## src/rtl/sd_cmd_pkg.sv

```systemverilog
`default_nettype none
// ---------------------------------------------------------------------------
// sd_cmd_pkg : shared types and constants for the SD command-line PHY.
// Rev 1.0
// ---------------------------------------------------------------------------
package sd_cmd_pkg;

  typedef enum logic [2:0] {
    ST_IDLE     = 3'd0,
    ST_TX       = 3'd1,
    ST_WAIT_RSP = 3'd2,
    ST_RX       = 3'd3,
    ST_NRC      = 3'd4,
    ST_DONE     = 3'd5
  } state_e;

  localparam logic [1:0] RESP_NONE = 2'b00;
  localparam logic [1:0] RESP_48   = 2'b01;
  localparam logic [1:0] RESP_136  = 2'b10;

  localparam logic [6:0] CRC7_POLY = 7'h09;

  localparam int FRAME_LEN_48  = 48;
  localparam int FRAME_LEN_136 = 136;
  localparam int CNT_W         = 8;

  // Responses to these commands carry a reserved field where the index would be.
  function automatic logic resp_index_exempt(input logic [5:0] idx);
    return (idx == 6'd2) || (idx == 6'd9) || (idx == 6'd10) || (idx == 6'd41);
  endfunction

endpackage
`default_nettype wire

```

## src/rtl/sd_cmd_phy_if.sv

```systemverilog
`default_nettype none
// ---------------------------------------------------------------------------
// sd_cmd_phy_if : host/pad-side signal bundle of the SD command-line PHY.
// Rev 1.0
// ---------------------------------------------------------------------------
interface sd_cmd_phy_if;
  logic         sd_tick;
  logic         cmd_start;
  logic [5:0]   cmd_index;
  logic [31:0]  cmd_arg;
  logic [1:0]   resp_type;
  logic         cmd_pin_in;
  logic         cmd_pin_out;
  logic         cmd_oe;
  logic         busy;
  logic         done;
  logic [127:0] response;
  logic         timeout_err;
  logic         crc_err;
  logic         end_bit_err;
  logic         index_err;

  modport master (
    output sd_tick, cmd_start, cmd_index, cmd_arg, resp_type, cmd_pin_in,
    input  cmd_pin_out, cmd_oe, busy, done, response,
           timeout_err, crc_err, end_bit_err, index_err
  );

  modport slave (
    input  sd_tick, cmd_start, cmd_index, cmd_arg, resp_type, cmd_pin_in,
    output cmd_pin_out, cmd_oe, busy, done, response,
           timeout_err, crc_err, end_bit_err, index_err
  );
endinterface
`default_nettype wire

```

## src/rtl/sd_crc7.sv

```systemverilog
`default_nettype none
// ---------------------------------------------------------------------------
// sd_crc7 : bit-serial CRC7 (x^7 + x^3 + 1) with clear and enable.
// Rev 1.0
// ---------------------------------------------------------------------------
module sd_crc7
  import sd_cmd_pkg::*;
(
  input  logic       clock,
  input  logic       reset,
  input  logic       en,
  input  logic       clr,
  input  logic       din,
  output logic [6:0] crc
);

  logic [6:0] crc_q, crc_d;
  logic       fb;

  always_comb begin
    fb    = din ^ crc_q[6];
    crc_d = crc_q;
    if (clr) begin
      crc_d = 7'h00;
    end else if (en) begin
      crc_d = {crc_q[5:0], 1'b0} ^ (fb ? CRC7_POLY : 7'h00);
    end
  end

  always_ff @(posedge clock or negedge reset) begin
    if (!reset) begin
      crc_q <= 7'h00;
    end else begin
      crc_q <= crc_d;
    end
  end

  assign crc = crc_q;

endmodule
`default_nettype wire

```

## src/rtl/sd_cmd_phy.sv

```systemverilog
`default_nettype none
// ---------------------------------------------------------------------------
// sd_cmd_phy : serialises an SD command frame with CRC7 and captures the reply.
// Rev 1.0
// ---------------------------------------------------------------------------
module sd_cmd_phy
  import sd_cmd_pkg::*;
#(
  parameter int NCR_MAX  = 64,
  parameter int NRC_IDLE = 8
)
(
  input  logic         clock,
  input  logic         reset,
  sd_cmd_phy_if.slave  bus
);

  state_e             state_q, state_d;
  logic [CNT_W-1:0]   cnt_q, cnt_d;
  logic [39:0]        hdr_q, hdr_d;
  logic [5:0]         idx_q, idx_d;
  logic [1:0]         resp_q, resp_d;
  logic [127:0]       rx_q, rx_d;
  logic               rx_done_q, rx_done_d;
  logic               tout_pend_q, tout_pend_d;
  logic               pin_out_q, pin_out_d;
  logic               oe_q, oe_d;
  logic               busy_q, busy_d;
  logic               done_q, done_d;
  logic [127:0]       response_q, response_d;
  logic               tout_q, tout_d;
  logic               crc_err_q, crc_err_d;
  logic               end_err_q, end_err_d;
  logic               idx_err_q, idx_err_d;

  logic               crc_en, crc_clr, crc_din;
  logic [6:0]         crc_out;
  logic [2:0]         tx_crc_sel;
  logic [CNT_W-1:0]   rx_last, rx_crc_top, rx_pos;

  sd_crc7 u_crc (
    .clock (clock),
    .reset (reset),
    .en    (crc_en),
    .clr   (crc_clr),
    .din   (crc_din),
    .crc   (crc_out)
  );

  always_comb begin
    state_d     = state_q;
    cnt_d       = cnt_q;
    hdr_d       = hdr_q;
    idx_d       = idx_q;
    resp_d      = resp_q;
    rx_d        = rx_q;
    rx_done_d   = rx_done_q;
    tout_pend_d = tout_pend_q;
    pin_out_d   = pin_out_q;
    oe_d        = oe_q;
    busy_d      = busy_q;
    done_d      = 1'b0;
    response_d  = response_q;
    tout_d      = tout_q;
    crc_err_d   = crc_err_q;
    end_err_d   = end_err_q;
    idx_err_d   = idx_err_q;
    crc_en      = 1'b0;
    crc_clr     = 1'b0;
    crc_din     = 1'b0;

    tx_crc_sel  = 3'(8'd46 - cnt_q);
    // The received CRC bits are fed through the checker too, so a clean frame leaves zero.
    rx_last     = (resp_q == RESP_136) ? 8'(FRAME_LEN_136 - 2) : 8'(FRAME_LEN_48 - 2);
    rx_crc_top  = (resp_q == RESP_136) ? 8'd127 : 8'(FRAME_LEN_48 - 2);
    rx_pos      = rx_last - cnt_q;

    unique case (state_q)
      ST_IDLE: begin
        if (bus.cmd_start) begin
          hdr_d       = {2'b01, bus.cmd_index, bus.cmd_arg};
          idx_d       = bus.cmd_index;
          resp_d      = (bus.resp_type == RESP_NONE) ? RESP_NONE :
                        (bus.resp_type == RESP_136)  ? RESP_136  : RESP_48;
          rx_d        = '0;
          rx_done_d   = 1'b0;
          tout_pend_d = 1'b0;
          response_d  = '0;
          tout_d      = 1'b0;
          crc_err_d   = 1'b0;
          end_err_d   = 1'b0;
          idx_err_d   = 1'b0;
          busy_d      = 1'b1;
          cnt_d       = '0;
          crc_clr     = 1'b1;
          state_d     = ST_TX;
        end
      end

      ST_TX: begin
        if (bus.sd_tick) begin
          oe_d = 1'b1;
          if (cnt_q < 8'd40) begin
            pin_out_d = hdr_q[39];
            hdr_d     = {hdr_q[38:0], 1'b0};
            crc_en    = 1'b1;
            crc_din   = hdr_q[39];
          end else if (cnt_q < 8'd47) begin
            pin_out_d = crc_out[tx_crc_sel];
          end else begin
            pin_out_d = 1'b1;
          end
          cnt_d = cnt_q + 8'd1;
          if (cnt_q == 8'd47) begin
            cnt_d   = '0;
            state_d = (resp_q == RESP_NONE) ? ST_NRC : ST_WAIT_RSP;
          end
        end
      end

      ST_WAIT_RSP: begin
        if (bus.sd_tick) begin
          oe_d = 1'b0;
          if (!bus.cmd_pin_in) begin
            cnt_d   = '0;
            crc_clr = 1'b1;
            state_d = ST_RX;
          end else if (cnt_q == 8'(NCR_MAX - 1)) begin
            cnt_d       = '0;
            tout_pend_d = 1'b1;
            state_d     = ST_DONE;
          end else begin
            cnt_d = cnt_q + 8'd1;
          end
        end
      end

      ST_RX: begin
        if (bus.sd_tick) begin
          rx_d    = {rx_q[126:0], bus.cmd_pin_in};
          crc_en  = (rx_pos >= 8'd1) && (rx_pos <= rx_crc_top);
          crc_din = bus.cmd_pin_in;
          cnt_d   = cnt_q + 8'd1;
          if (rx_pos == 8'd0) begin
            rx_done_d = 1'b1;
            cnt_d     = '0;
            state_d   = ST_NRC;
          end
        end
      end

      ST_NRC: begin
        if (bus.sd_tick) begin
          oe_d      = (resp_q == RESP_NONE);
          pin_out_d = 1'b1;
          cnt_d     = cnt_q + 8'd1;
          if (cnt_q == 8'(NRC_IDLE - 1)) begin
            oe_d    = 1'b0;
            cnt_d   = '0;
            state_d = ST_DONE;
          end
        end
      end

      ST_DONE: begin
        done_d    = 1'b1;
        busy_d    = 1'b0;
        tout_d    = tout_pend_q;
        crc_err_d = rx_done_q && (crc_out != 7'h00);
        end_err_d = rx_done_q && !rx_q[0];
        idx_err_d = rx_done_q && (resp_q == RESP_48) && !resp_index_exempt(idx_q) &&
                    (rx_q[45:40] != idx_q);
        if (!rx_done_q) begin
          response_d = '0;
        end else if (resp_q == RESP_136) begin
          response_d = {8'h00, rx_q[127:8]};
        end else begin
          response_d = {96'h0, rx_q[39:8]};
        end
        state_d = ST_IDLE;
      end

      default: state_d = ST_IDLE;
    endcase
  end

  always_ff @(posedge clock or negedge reset) begin
    if (!reset) begin
      state_q     <= ST_IDLE;
      cnt_q       <= '0;
      hdr_q       <= '0;
      idx_q       <= '0;
      resp_q      <= RESP_NONE;
      rx_q        <= '0;
      rx_done_q   <= 1'b0;
      tout_pend_q <= 1'b0;
      pin_out_q   <= 1'b1;
      oe_q        <= 1'b0;
      busy_q      <= 1'b0;
      done_q      <= 1'b0;
      response_q  <= '0;
      tout_q      <= 1'b0;
      crc_err_q   <= 1'b0;
      end_err_q   <= 1'b0;
      idx_err_q   <= 1'b0;
    end else begin
      state_q     <= state_d;
      cnt_q       <= cnt_d;
      hdr_q       <= hdr_d;
      idx_q       <= idx_d;
      resp_q      <= resp_d;
      rx_q        <= rx_d;
      rx_done_q   <= rx_done_d;
      tout_pend_q <= tout_pend_d;
      pin_out_q   <= pin_out_d;
      oe_q        <= oe_d;
      busy_q      <= busy_d;
      done_q      <= done_d;
      response_q  <= response_d;
      tout_q      <= tout_d;
      crc_err_q   <= crc_err_d;
      end_err_q   <= end_err_d;
      idx_err_q   <= idx_err_d;
    end
  end

  assign bus.cmd_pin_out = pin_out_q;
  assign bus.cmd_oe      = oe_q;
  assign bus.busy        = busy_q;
  assign bus.done        = done_q;
  assign bus.response    = response_q;
  assign bus.timeout_err = tout_q;
  assign bus.crc_err     = crc_err_q;
  assign bus.end_bit_err = end_err_q;
  assign bus.index_err   = idx_err_q;

endmodule
`default_nettype wire

```

## src/flat_wrapper.sv

```systemverilog
// flat-port wrapper written by rule: the top's interface ports become plain ports
module sd_cmd_phy_flat import sd_cmd_pkg::*;
#(
  parameter int NCR_MAX  = 64,
  parameter int NRC_IDLE = 8
)
  (clock, reset, bus_sd_tick, bus_cmd_start, bus_cmd_index, bus_cmd_arg, bus_resp_type, bus_cmd_pin_in, bus_cmd_pin_out, bus_cmd_oe, bus_busy, bus_done, bus_response, bus_timeout_err, bus_crc_err, bus_end_bit_err, bus_index_err);
  sd_cmd_phy_if bus_i ();
  input  logic clock;
  input  logic reset;
  input wire logic [$bits(bus_i.sd_tick)-1:0] bus_sd_tick;
  input wire logic [$bits(bus_i.cmd_start)-1:0] bus_cmd_start;
  input wire logic [$bits(bus_i.cmd_index)-1:0] bus_cmd_index;
  input wire logic [$bits(bus_i.cmd_arg)-1:0] bus_cmd_arg;
  input wire logic [$bits(bus_i.resp_type)-1:0] bus_resp_type;
  input wire logic [$bits(bus_i.cmd_pin_in)-1:0] bus_cmd_pin_in;
  output wire logic [$bits(bus_i.cmd_pin_out)-1:0] bus_cmd_pin_out;
  output wire logic [$bits(bus_i.cmd_oe)-1:0] bus_cmd_oe;
  output wire logic [$bits(bus_i.busy)-1:0] bus_busy;
  output wire logic [$bits(bus_i.done)-1:0] bus_done;
  output wire logic [$bits(bus_i.response)-1:0] bus_response;
  output wire logic [$bits(bus_i.timeout_err)-1:0] bus_timeout_err;
  output wire logic [$bits(bus_i.crc_err)-1:0] bus_crc_err;
  output wire logic [$bits(bus_i.end_bit_err)-1:0] bus_end_bit_err;
  output wire logic [$bits(bus_i.index_err)-1:0] bus_index_err;
  assign bus_i.sd_tick = bus_sd_tick;
  assign bus_i.cmd_start = bus_cmd_start;
  assign bus_i.cmd_index = bus_cmd_index;
  assign bus_i.cmd_arg = bus_cmd_arg;
  assign bus_i.resp_type = bus_resp_type;
  assign bus_i.cmd_pin_in = bus_cmd_pin_in;
  assign bus_cmd_pin_out = bus_i.cmd_pin_out;
  assign bus_cmd_oe = bus_i.cmd_oe;
  assign bus_busy = bus_i.busy;
  assign bus_done = bus_i.done;
  assign bus_response = bus_i.response;
  assign bus_timeout_err = bus_i.timeout_err;
  assign bus_crc_err = bus_i.crc_err;
  assign bus_end_bit_err = bus_i.end_bit_err;
  assign bus_index_err = bus_i.index_err;
  sd_cmd_phy #(.NCR_MAX(NCR_MAX), .NRC_IDLE(NRC_IDLE)) u_core (.clock(clock), .reset(reset), .bus(bus_i));
endmodule
```

## config.mk

```make
export PLATFORM = sky130hd
export DESIGN_NAME = sd_cmd_phy_flat
export DESIGN_NICKNAME = d
export VERILOG_FILES = /design/src/rtl/sd_cmd_pkg.sv /design/src/rtl/sd_cmd_phy_if.sv /design/src/rtl/sd_crc7.sv /design/src/rtl/sd_cmd_phy.sv /design/src/flat_wrapper.sv
export SDC_FILE = /design/constraint.sdc
export NUM_CORES = 1
export LEC_CHECK = 0
export ABC_CLOCK_PERIOD_IN_PS = 3100
export CELL_PAD_IN_SITES_DETAIL_PLACEMENT = 0
export CELL_PAD_IN_SITES_GLOBAL_PLACEMENT = 1
export CORE_AREA = 2 2 187 189
export CTS_BUF_LIST = sky130_fd_sc_hd__clkbuf_2 sky130_fd_sc_hd__clkbuf_4 sky130_fd_sc_hd__clkbuf_8
export DETAILED_ROUTE_END_ITERATION = 12
export DIE_AREA = 0 0 189 191
export PLACE_DENSITY_LB_ADDON = 0.08
export SYNTH_ARGS = -nofsm -noshare
export SYNTH_HDL_FRONTEND = slang
export SYNTH_SLANG_ARGS = --single-unit
```

## constraint.sdc

```tcl
create_clock -name clock -period 3.1 [get_ports clock]
set_input_delay 0.775 -clock clock [delete_from_list [all_inputs] [get_ports clock]]
set_output_delay 0.775 -clock clock [all_outputs]
set_load 0.02 [all_outputs]
```

==> results.rst, run 1 <==
.. list-table::
   :header-rows: 1

   * - Metric
     - Value
   * - Result of the run
     - finished, final reports clean
   * - Total Die Area
     - roughly 0.036 sq mm
   * - Final cycle utilization of the critical path
     - around 96%
   * - Arrival time at the worst endpoint
     - roughly 3.5 ns
   * - Remaining routing DRC violations
     - 0
   * - Maximum fanout along the worst path
     - 7
   * - FP Rows
     - 68
   * - Summed instance area of the synthesized netlist
     - 0.0135 sq mm
   * - Startpoint-to-endpoint class of the critical path
     - flop to flop
   * - Total grt overflow
     - 0
   * - Placed inst area
     - 0.0158 sq mm
   * - Worst slew margin relative to its limit
     - 52.8%
   * - Count of buffers inserted at the top-level ports
     - 172
   * - Number of antenna cells inserted
     - 0
   * - # nets final
     - approximately 1500
   * - Placeable Area
     - 0.0341 sq mm
   * - Number of antenna violations at the first check in global routing
     - 0
   * - Worst supply voltage drop on vdd
     - 0.549 mV
   * - Commonest cells after routing, fill and taps aside
     - sky130_fd_sc_hd__dfrtp_1 (323), sky130_fd_sc_hd__nand2_1 (321), sky130_fd_sc_hd__o21ai_0 (181), sky130_fd_sc_hd__clkdlybuf4s50_1 (171), sky130_fd_sc_hd__a22o_1 (123)
   * - Distinct cell type count after synthesis
     - 64
   * - Clock latency reported for the late side of the worst-skew pair
     - slightly below 0.6 ns
   * - Asr flop ratio synth
     - between 90% and 100%
   * - Dominant register cell in the synthesized netlist
     - sky130_fd_sc_hd__dfrtp_1
   * - Type of element launching the critical path
     - flop
   * - Iteration-0 DRC Markers
     - 558
   * - Vias/cell
     - 5.07
   * - Maximum clock skew at final layout
     - between 0.015 and 0.02 ns
   * - Slew at the pin with the worst max-slew slack
     - just over 0.7 ns
   * - Max Fclk
     - 334 MHz
   * - Syn_area_per_cell
     - approximately 10 sq um
   * - Number of synthesized flops with an enable pin
     - 0
   * - Number of cells on the worst reg-to-reg path
     - 14
   * - Chip width
     - 189 um
   * - First-pass GRT wire length
     - 54100 um
   * - Post-DP HPWL
     - 19400 um
   * - Count of hold buffers inserted by post-cts repair
     - 0
   * - Main combinational cell family by area after synthesis
     - compound AO/OA/AOI/OAI gates
   * - Most heavily used metal layer in global routing
     - met2
   * - Launching element of the worst setup path
     - u_core.resp_q[0]$_DFFE_PN0P_
   * - CTS tree
     - built
   * - CTS root buffer
     - sky130_fd_sc_hd__clkbuf_8
   * - Xor and xnor area share after synthesis
     - 0.909%
   * - Layout area overhead
     - 25.9%
   * - Cell types with the largest area share after synthesis
     - sky130_fd_sc_hd__dfrtp_1 (60%), sky130_fd_sc_hd__nand2_1 (8.9%), sky130_fd_sc_hd__a22o_1 (8.0%), sky130_fd_sc_hd__o21ai_0 (6.8%), sky130_fd_sc_hd__mux2i_1 (2.9%)
   * - Number of buffers between clock root and the deepest sink
     - 3
   * - Met3 GRT Util
     - about 4.5%
   * - Effective utilization at floorplan
     - 39.6%
   * - Worst Hold Class
     - input port to asynchronous set/reset pin
   * - Final period demand of the worst path
     - 2.99 ns
   * - Top-level I/O count
     - about 180
   * - Via count of the first global-routing pass
     - 9779
   * - Adder and majority cell fraction of the synthesized area
     - 0.927%
   * - H-tree depth reported by CTS
     - 2
   * - Worst setup path end
     - u_core.u_crc.crc[5]$_DFFE_PN0P_
   * - Type of element capturing the critical path
     - flop
   * - Setup repair after global routing missed its margin
     - yes
   * - Leakage power total
     - 0.00748 uW
   * - Total via count after detailed routing
     - 9907
   * - Final instance area
     - roughly 0.017 sq mm
   * - Data required time of the worst path
     - roughly 3.6 ns
   * - Synth Area in Compound Gates
     - 17.8%
   * - Capture instance of the worst register-to-register path
     - u_core.u_crc.crc[5]$_DFFE_PN0P_
   * - Clock buffer count from CTS
     - 55
   * - Met2 Resource Use GR
     - between 20% and 30%
   * - Maxcap violations
     - 0
   * - Final weighted congestion in routability-driven placement
     - around 0.84
   * - Met1 Usage GRT
     - 26.3%
   * - Residual antenna-violating net count after detailed routing
     - 0
   * - Routed Wire Length
     - 32500 um
   * - Average wire length per cell after detail routing
     - 16.6 um
   * - Multiplexer share of the synthesized area
     - 3.73%
   * - Number of max-slew violations in the final report
     - 0
   * - Overall routing resource usage
     - between 10% and 20%
   * - Sinks on the clock net
     - about 320
   * - Fin Hold WS
     - 0.133 ns
   * - First-pass DRT Iterations
     - 5
   * - Leading area contributor after synthesis
     - sky130_fd_sc_hd__dfrtp_1
   * - Final hold violations
     - 0
   * - Commonest non-fill, non-tap cell in the layout
     - sky130_fd_sc_hd__dfrtp_1
   * - Proportion of layout cells with a drive suffix above 1
     - 11.1%
   * - Final Setup Violations
     - 0
   * - Part of the Yosys area used for sequential elements
     - 60.1%
   * - Post-Synth Simple-Gate Area
     - 12.7%
   * - Die H
     - 191 um
   * - Flop2flop setup slack
     - 0.11 ns
   * - Largest net degree at the start of global routing
     - 129
   * - Number of synthesis warnings
     - 0
   * - Register bit total from synthesis
     - between 300 and 400
   * - Source of the worst register-to-register timing path
     - u_core.resp_q[0]$_DFFE_PN0P_
   * - Final core occ
     - 49.8%
   * - Power per cell area
     - 774 mW/mm^2
   * - Synthesized instance count
     - 1288
   * - Area share of the largest cell type after synthesis
     - 59.9%
   * - CTS clk-pin slew, worst paths
     - 0.06 ns
-- state kept, by name (all words and copies together) (netlist names), 2 cells and up --
name,flops
u_core.state_q,3
u_core.rx_q,128
u_core.cnt_q,8
u_core.u_crc.crc,7
u_core.resp_q,2
u_core.hdr_q,40
u_core.idx_q,6
u_core.bus.response,120
-- power breakdown --
part	internal [uW]	total (uW)	leakage [uW]	switching (uW)
sequential	5000	5600	0.00441	604
combinational	1350	3720	0.00247	2370
clock	2150	3820	0.000598	1680
total	8500	13100	0.00748	4650
-- metrics by stage --
stage | total power [uW] | setup TNS (ns) | worst slack (ns) | instances
2_1_floorplan | 8130 | 0 | 0.0126 | 1295
3_3_place_gp | 9290 | -0.00215 | -0.00115 | 1855
3_5_place_dp | 9350 | -0.662 | -0.142 | 1855
4_1_cts | 13300 | 0 | 0.00914 | 1952
5_1_grt | 14100 | -0.234 | -0.0544 | 1953
6_report | 13100 | 0 | 0.110 | 1953
-- synthesized netlist by cell type, types with 2 or more instances --
cell	n
sky130_fd_sc_hd__dfrtp_1	323
sky130_fd_sc_hd__a31oi_1	2
sky130_fd_sc_hd__xor2_1	7
sky130_fd_sc_hd__nor3b_1	6
sky130_fd_sc_hd__nor3_1	5
sky130_fd_sc_hd__a41oi_1	2
sky130_fd_sc_hd__o21ai_0	184
sky130_fd_sc_hd__inv_1	20
sky130_fd_sc_hd__mux2i_1	39
sky130_fd_sc_hd__xnor2_1	7
sky130_fd_sc_hd__a211oi_1	4
sky130_fd_sc_hd__o21ai_2	2
sky130_fd_sc_hd__clkbuf_1	72
sky130_fd_sc_hd__o211ai_1	2
sky130_fd_sc_hd__o21ba_2	3
sky130_fd_sc_hd__nand2b_1	5
sky130_fd_sc_hd__ha_1	10
sky130_fd_sc_hd__nand4_1	3
sky130_fd_sc_hd__or4_1	2
sky130_fd_sc_hd__buf_4	8
sky130_fd_sc_hd__nand3_1	15
sky130_fd_sc_hd__a22o_1	123
sky130_fd_sc_hd__nor4_1	3
sky130_fd_sc_hd__buf_1	5
sky130_fd_sc_hd__nor2_1	27
sky130_fd_sc_hd__mux2_2	8
sky130_fd_sc_hd__a21o_1	5
sky130_fd_sc_hd__o2bb2ai_1	4
sky130_fd_sc_hd__nand3b_1	3
sky130_fd_sc_hd__o311ai_0	2
sky130_fd_sc_hd__nand4b_1	2
sky130_fd_sc_hd__and2_1	3
sky130_fd_sc_hd__a21oi_1	13
sky130_fd_sc_hd__nor2b_1	2
sky130_fd_sc_hd__or3_1	3
sky130_fd_sc_hd__buf_2	16
sky130_fd_sc_hd__nand2_1	321
-- worst max-delay path, cell delays in order (launching register included) --
cell,delay (ns)
sky130_fd_sc_hd__dfrtp_1,0.37
sky130_fd_sc_hd__nand2b_4,0.17
sky130_fd_sc_hd__ha_4,0.22
sky130_fd_sc_hd__a21boi_4,0.14
sky130_fd_sc_hd__o211ai_1,0.21
sky130_fd_sc_hd__nand2b_1,0.10
sky130_fd_sc_hd__xnor2_1,0.13
sky130_fd_sc_hd__ha_1,0.30
sky130_fd_sc_hd__nand2b_1,0.08
sky130_fd_sc_hd__and3b_1,0.23
sky130_fd_sc_hd__o21ai_1,0.08
sky130_fd_sc_hd__a2bb2oi_2,0.19
sky130_fd_sc_hd__o41a_1,0.44
sky130_fd_sc_hd__nand3_1,0.13
sky130_fd_sc_hd__o21ai_0,0.09
-- layer usage --
layer | part of all wire, % | vias up
li1 | - | 4807
met1 | 47 | 4826
met2 | 45 | 216
met3 | 6.0 | 58
met4 | 2.4 | 0
met5 | 0 | -
-- layout make-up --
cell class,count,area (sq um)
timing repair buffer,209,2130
sequential,324,8110
multi-input combinational,850,5010
clock buffer,89,1060
inverter,20,75.1
fill,3161,17100
tap,455,569
clock inverter,6,36.3
-- cell families after synthesis --
kind of cell / count (synthesis)
xor+xnor: 14
simple gates: 408
fa+ha+maj: 10
flops: 324
buf+inv: 122
mux: 48
compound gates: 361
other cells: 1
-- how the worst min path moves through the flow --
stage,cells after the start,to,from
finish,1,u_core.bus.cmd_oe$_DFFE_PN0P_,reset
global route,1,u_core.state_q[1]$_DFFE_PN0P_,reset
CTS,1,u_core.state_q[1]$_DFFE_PN0P_,reset
detailed placement,2,u_core.hdr_q[0]$_DFFE_PN0P_,u_core.hdr_q[0]$_DFFE_PN0P_
global placement,2,u_core.hdr_q[0]$_DFFE_PN0P_,u_core.hdr_q[0]$_DFFE_PN0P_
floorplan,2,u_core.hdr_q[0]$_DFFE_PN0P_,u_core.hdr_q[0]$_DFFE_PN0P_
-- timing repair --
action / in CTS / in global routing
hold endpoints to repair: 0 / 0
resized for setup: 5 / 5
gates cloned: 1 / 0
setup endpoints to repair: 7 / 7
setup buffers: 1 / 1
pin swaps: 8 / 13
Power figures use the tool's default switching activity.
==> inputs of run 2 (changes only) <==
- CORE_AREA: 2 2 187 189 -> 2 2 153 230
- DIE_AREA: 0 0 189 191 -> 0 0 155 232
==> run 2 against run 1 <==
Sequential share of layout area is 0.34 points lower. Sequential cell count stayed put. Fmax is 0.41% higher. Combinational power is 1% higher. Clock skew is 0.0046 ns lower. Worst hold slack worse by 0.053 ns. Die area is 0.39% lower. Count of clock-buffer cells in the layout is 8 lower. Largest power group unchanged.
==> results.rst, run 2 (synthesized netlist as in run 1, its figures left out) <==
.. list-table::
   :header-rows: 1

   * - Metric
     - Value
   * - Result of the run
     - finished, final reports clean (unchanged)
   * - H-tree depth reported by CTS
     - 2 (unchanged)
   * - Fin Hold WS
     - 0.0801 ns (was 0.133 ns)
   * - Worst Hold Class
     - input port to asynchronous set/reset pin (unchanged)
   * - Multi-input gate area
     - 0.00500 sq mm (was 0.00501 sq mm)
   * - Routed Wire Length
     - 32500 um (about the same)
   * - Clock buffer count from CTS
     - 52 (was 55)
   * - Clock latency reported for the late side of the worst-skew pair
     - 0.59 ns (about the same)
   * - Startpoint-to-endpoint class of the critical path
     - flop to flop (unchanged)
   * - Sequential power share
     - 41.5% (was 42.6%)
   * - Number of antenna cells inserted
     - 0 (unchanged)
   * - Total via count after detailed routing
     - 9791 (was 9907)
   * - Worst slew margin relative to its limit
     - 48.3% (was 52.8%)
   * - Final cycle utilization of the critical path
     - 96.1% (was 96.5%)
   * - Final Setup Violations
     - 0 (unchanged)
   * - Top reg by flops
     - u_core.rx_q (unchanged)
   * - Final instance area
     - 0.0171 sq mm (was 0.0170 sq mm)
   * - Count of hold buffers inserted by post-cts repair
     - 0 (unchanged)
   * - Chip width
     - 155 um (was 189 um)
   * - Final hold violations
     - 0 (unchanged)
   * - Type of element launching the critical path
     - flop (unchanged)
   * - Power Total
     - 13500 uW (was 13100 uW)
   * - Sw frac
     - 34.7% (was 35.4%)
   * - Worst supply voltage drop on vdd
     - 0.415 mV (was 0.549 mV)
   * - First-pass DRT Iterations
     - 4 (was 5)
   * - Data required time of the worst path
     - 3.56 ns (about the same)
   * - Largest net degree at the start of global routing
     - 77 (was 129)
   * - Slew at the pin with the worst max-slew slack
     - 0.775 ns (was 0.708 ns)
   * - Final period demand of the worst path
     - 2.98 ns (was 2.99 ns)
   * - Combinational share of power
     - 27.9% (was 28.3%)
   * - Number of antenna violations at the first check in global routing
     - 0 (unchanged)
   * - Residual antenna-violating net count after detailed routing
     - 0 (unchanged)
   * - Switching power total
     - 4680 uW (was 4650 uW)
   * - Iteration-0 DRC Markers
     - 461 (was 558)
   * - Leakage power total
     - 0.00757 uW (was 0.00748 uW)
   * - Final-layout fill cell count
     - 3157 (was 3161)
   * - Number of max-slew violations in the final report
     - 0 (unchanged)
   * - Overall routing resource usage
     - 18.4% (was 18.5%)
   * - Sinks on the clock net
     - 324 (unchanged)
   * - Reg area
     - 0.00811 sq mm (unchanged)
   * - Maximum fanout along the worst path
     - 7 (unchanged)
   * - FP Rows
     - 83 (was 68)
   * - Arrival time at the worst endpoint
     - 3.44 ns (was 3.45 ns)
   * - Final weighted congestion in routability-driven placement
     - 0.807 (was 0.837)
   * - Power per cell area
     - 789 mW/mm^2 (was 774 mW/mm^2)
   * - Total grt overflow
     - 0 (unchanged)
   * - Remaining routing DRC violations
     - 0 (unchanged)
   * - Maxcap violations
     - 0 (unchanged)
   * - First-pass GRT wire length
     - 53900 um (was 54100 um)
   * - Setup repair after global routing missed its margin
     - yes (unchanged)
   * - Source of the worst register-to-register timing path
     - u_core.resp_q[0]$_DFFE_PN0P_ (unchanged)
   * - CTS clk-pin slew, worst paths
     - 0.06 ns (about the same)
   * - # nets final
     - 1519 (was 1515)
   * - Count of buffers inserted at the top-level ports
     - 172 (unchanged)
   * - Placed inst area
     - 0.0159 sq mm (was 0.0158 sq mm)
   * - Average wire length per cell after detail routing
     - 16.8 um (was 16.6 um)
   * - Clock power share
     - 30.6% (was 29.1%)
   * - Max Fclk
     - 336 MHz (was 334 MHz)
   * - Max reg flops
     - 128 (unchanged)
   * - Commonest non-fill, non-tap cell in the layout
     - sky130_fd_sc_hd__dfrtp_1 (unchanged)
   * - Placeable Area
     - 0.0340 sq mm (was 0.0341 sq mm)
   * - CTS tree
     - built (unchanged)
   * - Commonest cells after routing, fill and taps aside
     - sky130_fd_sc_hd__dfrtp_1 (323), sky130_fd_sc_hd__nand2_1 (321), sky130_fd_sc_hd__o21ai_0 (182), sky130_fd_sc_hd__clkdlybuf4s50_1 (171), sky130_fd_sc_hd__a22o_1 (123) (was sky130_fd_sc_hd__dfrtp_1 (323), sky130_fd_sc_hd__nand2_1 (321), sky130_fd_sc_hd__o21ai_0 (181), sky130_fd_sc_hd__clkdlybuf4s50_1 (171), sky130_fd_sc_hd__a22o_1 (123))
   * - Post-DP HPWL
     - 20100 um (was 19400 um)
   * - Layout area overhead
     - 26.8% (was 25.9%)
   * - Vias/cell
     - 5.07 (about the same)
   * - Effective utilization at floorplan
     - 39.7% (was 39.6%)
   * - Type of element capturing the critical path
     - flop (unchanged)
   * - Via count of the first global-routing pass
     - 10000 (was 9779)
   * - Launching element of the worst setup path
     - u_core.resp_q[0]$_DFFE_PN0P_ (unchanged)
   * - CTS root buffer
     - sky130_fd_sc_hd__clkbuf_8 (unchanged)
   * - Top-level I/O count
     - 181 (unchanged)
   * - Proportion of layout cells with a drive suffix above 1
     - 11.7% (was 11.1%)
   * - Internal power of the cells
     - 8820 uW (was 8500 uW)
   * - Total Die Area
     - 0.0360 sq mm (was 0.0361 sq mm)
   * - Number of buffers between clock root and the deepest sink
     - 3 (unchanged)
   * - Non-filler instance count after layout
     - 1933 (was 1953)
   * - Maximum clock skew at final layout
     - 0.0125 ns (was 0.0171 ns)
   * - Die H
     - 232 um (was 191 um)
   * - Total placed cells including tap cells
     - 1832 (was 1855)
## run 2: metal layers
layer | GRT usage [%] | share of wire, % | up-vias
li1 | - | - | 4812
met1 | 24.5 | 45 | 4759
met2 | 29.8 | 48 | 176
met3 | 4.54 | 5.3 | 44
met5 | 0 | 0 | -
met4 | 5.79 | 2.0 | 0
## run 2: worst paths after layout
path                                                    to  slack, ns  cells after the start
setup reg to reg           u_core.u_crc.crc[5]$_DFFE_PN0P_       0.12                     14
max in group asynchronous      u_core.rx_q[92]$_DFFE_PN0P_       2.26                      2
hold / removal                u_core.hdr_q[25]$_DFFE_PN0P_       0.08                      1
hold reg to reg                u_core.hdr_q[0]$_DFFE_PN0P_       0.48                      2
setup / recovery           u_core.u_crc.crc[5]$_DFFE_PN0P_       0.12                     14
min in group clock             u_core.hdr_q[0]$_DFFE_PN0P_       0.48                      2
## run 2: per-stage QoR
stage	setup slack [ns]	setup TNS [ns]	utilization, %
after floorplan	0.0126	0	-
after global placement	0.0179	0	46.7
after detailed placement	-0.0667	-0.302	46.7
after CTS	0.00227	0	50.3
after global routing	-0.0672	-0.421	50.4
final	0.122	0	50.4
## run 2: repair_timing
| action | CTS | global route |
|---|---|---|
| gates cloned | 1 | 0 |
| gates resized for setup | 3 | 5 |
| setup buffers | 0 | 2 |
| setup endpoints to repair | 7 | 7 |
| pin swaps | 10 | 8 |
| endpoints found under the hold margin | 0 | 0 |
## run 2: cell type report
class	count	area share (%)
Sequential cell	324	47.4
Multi-Input combinational cell	850	29.2
Timing Repair Buffer	216	12.8
Clock buffer	81	5.89
Tap cell	425	3.11
Clock inverter	17	1.10
Inverter	20	0.439
## run 2: critical path: stages, from the launching register on
cell and delay, ns:
sky130_fd_sc_hd__dfrtp_1 0.38, sky130_fd_sc_hd__nand2b_4 0.17, sky130_fd_sc_hd__ha_4 0.22, sky130_fd_sc_hd__a21boi_4 0.13, sky130_fd_sc_hd__o211ai_1 0.21, sky130_fd_sc_hd__nand2b_1 0.10, sky130_fd_sc_hd__xnor2_1 0.13, sky130_fd_sc_hd__ha_1 0.30
sky130_fd_sc_hd__nand2b_1 0.10, sky130_fd_sc_hd__and3b_1 0.19, sky130_fd_sc_hd__o211ai_1 0.19, sky130_fd_sc_hd__a2bb2oi_2 0.09, sky130_fd_sc_hd__o41a_1 0.44, sky130_fd_sc_hd__nand3_1 0.12, sky130_fd_sc_hd__o21ai_0 0.09
## run 2: power by group through the flow
| stage | Sequential, uW | Combinational, uW | Clock (uW) |
|---|---|---|---|
| after floorplan | 5500 | 2630 | 0 |
| after global placement | 5650 | 3710 | 0 |
| after detailed placement | 5670 | 3760 | 0 |
| after CTS | 5600 | 3830 | 4290 |
| after global routing | 5720 | 4290 | 4480 |
| final | 5600 | 3770 | 4130 |
